<file path="src/rtl/key_encode83_pkg.sv">
// Shared types, constants and encoding helpers for the keypad encoder.
// The encoder is the inverse of the team's 3-to-8 active-low decoder.
package key_encode83_pkg;

    typedef enum logic {IDLE, HELD} state_t;

    localparam logic [7:0] ALL_RELEASED = 8'hFF;

    // key[7-n] low maps to code n; lowest code wins when several keys are down
    function automatic logic [2:0] enc83(input logic [7:0] v);
        logic [2:0] c;
        c = 3'd0;
        for (int n = 7; n >= 0; n--) begin
            if (!v[7-n]) c = 3'(n);
        end
        return c;
    endfunction

    function automatic logic [3:0] popz(input logic [7:0] v);
        logic [3:0] z;
        z = 4'd0;
        for (int i = 0; i < 8; i++) begin
            z = z + {3'd0, ~v[i]};
        end
        return z;
    endfunction

endpackage

</file>
<file path="src/rtl/key_encode83_debounce_vec.sv">
// Two-flop synchroniser followed by a whole-vector debouncer: a pattern is
// accepted only after it has been seen unchanged for DB_CYCLES+1 samples.
module debounce_vec #(
    parameter int WIDTH     = 8,
    parameter int DB_CYCLES = 1_000_000,
    parameter int CNT_W     = $clog2(DB_CYCLES)
) (
    input  logic             clk,
    input  logic             rst,
    input  logic [WIDTH-1:0] key,
    output logic [WIDTH-1:0] deb
);

    localparam logic [CNT_W-1:0] CNT_MAX = CNT_W'(DB_CYCLES - 1);

    logic [WIDTH-1:0] sync1;
    logic [WIDTH-1:0] sync2;
    logic [WIDTH-1:0] cand;
    logic [CNT_W-1:0] cnt;

    // deb is only written while sync still agrees with cand, so a bounce on
    // the very edge the counter tops out cannot slip through
    always_ff @(posedge clk) begin
        if (rst) begin
            sync1 <= '1;
            sync2 <= '1;
            cand  <= '1;
            deb   <= '1;
            cnt   <= '0;
        end else begin
            sync1 <= key;
            sync2 <= sync1;
            if (sync2 != cand) begin
                cand <= sync2;
                cnt  <= '0;
            end else begin
                if (cnt != CNT_MAX) cnt <= cnt + CNT_W'(1);
                if (cnt == CNT_MAX) deb <= cand;
            end
        end
    end

endmodule

</file>
<file path="src/rtl/key_encode83.sv">
// Keypad front end: debounces eight active-low keys, priority-encodes the
// pattern and strobes valid once per press (a release must be seen first).
module key_encode83 #(
    parameter int DB_CYCLES = 1_000_000,
    parameter int CNT_W     = $clog2(DB_CYCLES)
) (
    input  logic       clk,
    input  logic       rst,
    input  logic [7:0] key,
    output logic [2:0] code,
    output logic       valid,
    output logic       pressed,
    output logic       multi
);

    import key_encode83_pkg::*;

    logic [7:0] deb;
    state_t     state;
    state_t     state_nx;
    logic       valid_nx;
    logic [2:0] code_nx;

    debounce_vec #(
        .WIDTH    (8),
        .DB_CYCLES(DB_CYCLES),
        .CNT_W    (CNT_W)
    ) u_deb (
        .clk(clk),
        .rst(rst),
        .key(key),
        .deb(deb)
    );

    always_ff @(posedge clk) begin
        if (rst) begin
            state <= IDLE;
            code  <= 3'b000;
            valid <= 1'b0;
            multi <= 1'b0;
        end else begin
            state <= state_nx;
            code  <= code_nx;
            valid <= valid_nx;
            multi <= (popz(deb) >= 4'd2);
        end
    end

    // Pattern changes while HELD (rollover, extra keys) are deliberately ignored
    always_comb begin
        state_nx = state;
        valid_nx = 1'b0;
        code_nx  = code;
        case (state)
            IDLE: begin
                if (deb != ALL_RELEASED) begin
                    state_nx = HELD;
                    valid_nx = 1'b1;
                    code_nx  = enc83(deb);
                end
            end
            HELD: begin
                if (deb == ALL_RELEASED) state_nx = IDLE;
            end
            default: state_nx = IDLE;
        endcase
    end

    assign pressed = (state == HELD);

endmodule

</file>
<file path="config.mk">
export PLATFORM = sky130hd
export DESIGN_NAME = key_encode83
export DESIGN_NICKNAME = d
export VERILOG_FILES = /design/src/rtl/key_encode83_pkg.sv /design/src/rtl/key_encode83_debounce_vec.sv /design/src/rtl/key_encode83.sv
export SDC_FILE = /design/constraint.sdc
export NUM_CORES = 1
export LEC_CHECK = 0
export BUFFER_PORTS_ARGS = -buffer_cell sky130_fd_sc_hd__buf_2
export CORE_MARGIN = 2
export CORE_UTILIZATION = 50
export DETAILED_ROUTE_END_ITERATION = 16
export PLACE_DENSITY = 0.82
export RECOVER_POWER = 100
export SLEW_MARGIN = 20
export SYNTH_ARGS = -nofsm -noshare
export SYNTH_HDL_FRONTEND = slang
export SYNTH_SLANG_ARGS = --single-unit
</file>
<file path="constraint.sdc">
create_clock -name clk -period 3 [get_ports clk]
set_input_delay 0.6 -clock clk [delete_from_list [all_inputs] [get_ports clk]]
set_output_delay 0.6 -clock clk [all_outputs]
set_load 0.01 [all_outputs]
</file>
==> flow_metrics.py <==
metrics = {
    "die": {
        "coreArea_um2": 4661,
        "initial_core_util_pct": 50.85,
        "die_y_um": 72.85,
        "dieArea_um2": 5306,
        "ios": 16,
        "num_rows": 25,
        "fp.dieW_um": 72.85,
    },
    "clocking": {
        "cts-buffers-inserted": 9,
        "insertion_delay_ps": 340,
        "htree_levels": 3,
        "cts_tree": "yes",
        "path_clk_slew_ps": 60,
        "hold_buffers": 0,
        "cts_root_buffer": "clkbuf_8",
        "cts_buffer_depth": 2,
        "cts.sinks": 58,
    },
    "timing": {
        "fmax_mhz": 349.7,
        "period_minus_slack_ps": 2860,
        "post-route-period-util_pct": 95.33,
        "finalHoldViolCount": 0,
        "worst_slew_pin_slew_ps": 1355,
        "fin_ws_ps": 140.0,
        "clock_skew_ps": 10.05,
        "setup_viol": 0,
        "drv_slew": 0,
        "fin_setup_tns_ps": 0,
        "relSlewSlack_pct": 9.002,
        "rsz0062_at_grt": "no",
    },
    "min_path": {
        "hold_class": "reg2reg",
        "whs_endpoint": "u_deb.sync2[5]",
        "hold_path_depth": 1,
        "min-delay-start": "u_deb.sync1[5]",
    },
    "worst_setup_path": {
        "cp-start-kind": "register",
        "critPathKind": "reg2reg",
        "rrSetupSlack_ps": 140,
        "arrival_ps": 3050,
        "r2r-end": "multi",
        "worstSetupEndpointType": "register",
        "required_ps": 3190,
        "path_max_fanout": 5,
        "r2r_start": "u_deb.deb[1]",
        "rr_worst_depth": 8,
    },
    "cells_and_area": {
        "postLayoutCoreUtil_pct": 58.09,
        "mostFrequentLayoutCells": "56 x dfxtp_1, 35 x nor2_1, 25 x or2_2, 11 x xor2_1, 11 x clkbuf_8",
        "num-fill-cells": 397,
        "final_area_um2": 2708,
        "n_antenna_cell": 0,
        "nets": 279,
        "drive_gt1_share_pct": 20.75,
        "syn2layout_area_growth_pct": 14.26,
        "final_common_cell": "dfxtp_1",
    },
    "logic_synthesis": {
        "syn-cell-area_um2": 2370,
        "synth_seq_area_share_pct": 49.00,
        "ys_seq_elements": 58,
        "yosys_warnings": 0,
        "syn_inst": 243,
        "synthFlopType": "dfxtp_1",
        "synth_edf_count": 0,
        "synthesis.nets": 261,
        "async_reset_ff_share_pct": 0,
        "synth_cell_types": 34,
        "syn_avg_cell_area_um2": 9.752,
    },
    "power_and_ir_drop": {
        "p_int_mw": 1.399,
        "switching_share_pct": 19.10,
        "power.density_nw_per_um2": 638.8,
        "p_leak_nw": 1.104,
        "irDropWorstVdd_v": 0.0002689,
        "comb_power_share_pct": 2.5,
        "sequentialPowerShare_pct": 45.8,
        "p_clk_share_pct": 51.6,
        "power_switching_mw": 0.3303,
    },
    "grt": {
        "grt-ovfl-total": 0,
        "grt_pass1_wl_um": 6437,
        "grt_max_degree": 49,
        "grt_use_total_pct": 16.00,
        "antenna_found_initial": 0,
        "first_global_vias": 1475,
    },
    "routing": {
        "routedWlPerCell_um": 11.46,
        "vias": 1637,
        "drt_iter0_drc": 64,
        "vias_per_cell": 5.132,
        "dr.pass1.iters": 4,
        "drc_errors": 0,
        "routed_wirelength_um": 3656,
        "antenna_left": 0,
    },
    "outcome": {
        "outcome": "completed",
    },
    "placement": {
        "placed_cell_area_um2": 2479,
        "post-place-ws_ps": 90.43,
        "place_hpwl_um": 2380,
        "port_buffers": 15,
        "routabilityCongestion": 0.8265,
    },
    "flow_run": {
        "drv_cap": 0,
    },
}
[what timing repair did]
action,CTS,global route
setup buffers,0,0
resized for setup,0,2
endpoints found under the hold margin,0,0
endpoints found under the setup margin,0,1
[per-stage QoR]
stage	hold WS, ps	power, mW	cells
finish	406.8	1.730	319
global route	420.3	1.792	319
CTS	407.4	1.749	319
global placement	391.1	0.8543	304
floorplan	389.5	0.8446	243
detailed placement	392.3	0.8559	304
[how the worst max path moves through the flow]
stage                  to    startpoint  cells after the start  slack (ps)
floorplan           multi  u_deb.deb[1]                      8         230
global placement    multi  u_deb.deb[1]                      8         170
detailed placement  multi  u_deb.deb[1]                      8          90
CTS                 multi  u_deb.deb[1]                      8          70
global route        multi  u_deb.deb[1]                      8           4
finish              multi  u_deb.deb[1]                      8         140
[cell type report]
cell class / instances / area (um2) / share of cell area (%)
repair buffers: 15 / 67.56 / 2.495
clock inverters: 4 / 98.84 / 3.651
flip-flops and latches: 58 / 1164 / 42.98
multi-input cells: 167 / 1121 / 41.40
well taps: 54 / 67.56 / 2.495
inverters: 10 / 37.54 / 1.386
clock buffers: 11 / 151.4 / 5.591
[cell families after synthesis]
group,Yosys count,synth area share (%)
muxes,9,3.802
AOI/OAI and AO/OA,20,5.122
DFF,58,49.00
xor gates and xnor gates,21,7.761
adders and majority gates,8,5.491
and+or+nand+nor,109,25.82
buffers and inverters,18,3.010
[cell usage after synthesis (5+ instances only)]
library cell | instances | area, um2
nand2_1 | 9 | 33.78
and3_1 | 5 | 31.28
or2_2 | 25 | 156.4
nand4_1 | 10 | 62.56
mux2i_1 | 9 | 90.09
xnor2_1 | 10 | 87.58
inv_1 | 10 | 37.54
xor2_1 | 11 | 96.34
clkbuf_1 | 7 | 26.28
nand3_1 | 7 | 35.03
nor2_1 | 35 | 131.4
dfxtp_1 | 58 | 1161
a21oi_1 | 8 | 40.04
[layer usage]
layer | GRT usage, % | vias to the layer above | wire [um]
li1 | - | 857 | -
met1 | 20.09 | 739 | 1815
met2 | 23.94 | 33 | 1604
met3 | 6.630 | 8 | 163
met4 | 7.407 | 0 | 73
met5 | 0 | - | 0
[registers in the layout (all words and copies together) (netlist names)]
| register | count |
|---|---|
| u_deb.sync2 | 8 |
| u_deb.deb | 8 |
| pressed | 1 |
| multi | 1 |
| u_deb.cnt | 20 |
| valid | 1 |
| u_deb.sync1 | 8 |
| u_deb.cand | 8 |
| code | 3 |
[worst max-delay path, stage by stage, from the launching register on]
cell	delay, ps
dfxtp_2	360
inv_1	60
fa_1	550
fa_1	440
fa_1	480
ha_1	220
fa_1	380
o21ai_0	150
a21oi_1	80
[power by group through the flow]
stage	clock, mW	combinational, mW	sequential, mW
finish	0.893	0.0441	0.793
CTS	0.909	0.0473	0.793
floorplan	0	0.0367	0.808
global placement	0	0.0450	0.809
global route	0.949	0.0500	0.794
detailed placement	0	0.0462	0.810
Note: power is estimated with default switching activity, not from simulation.
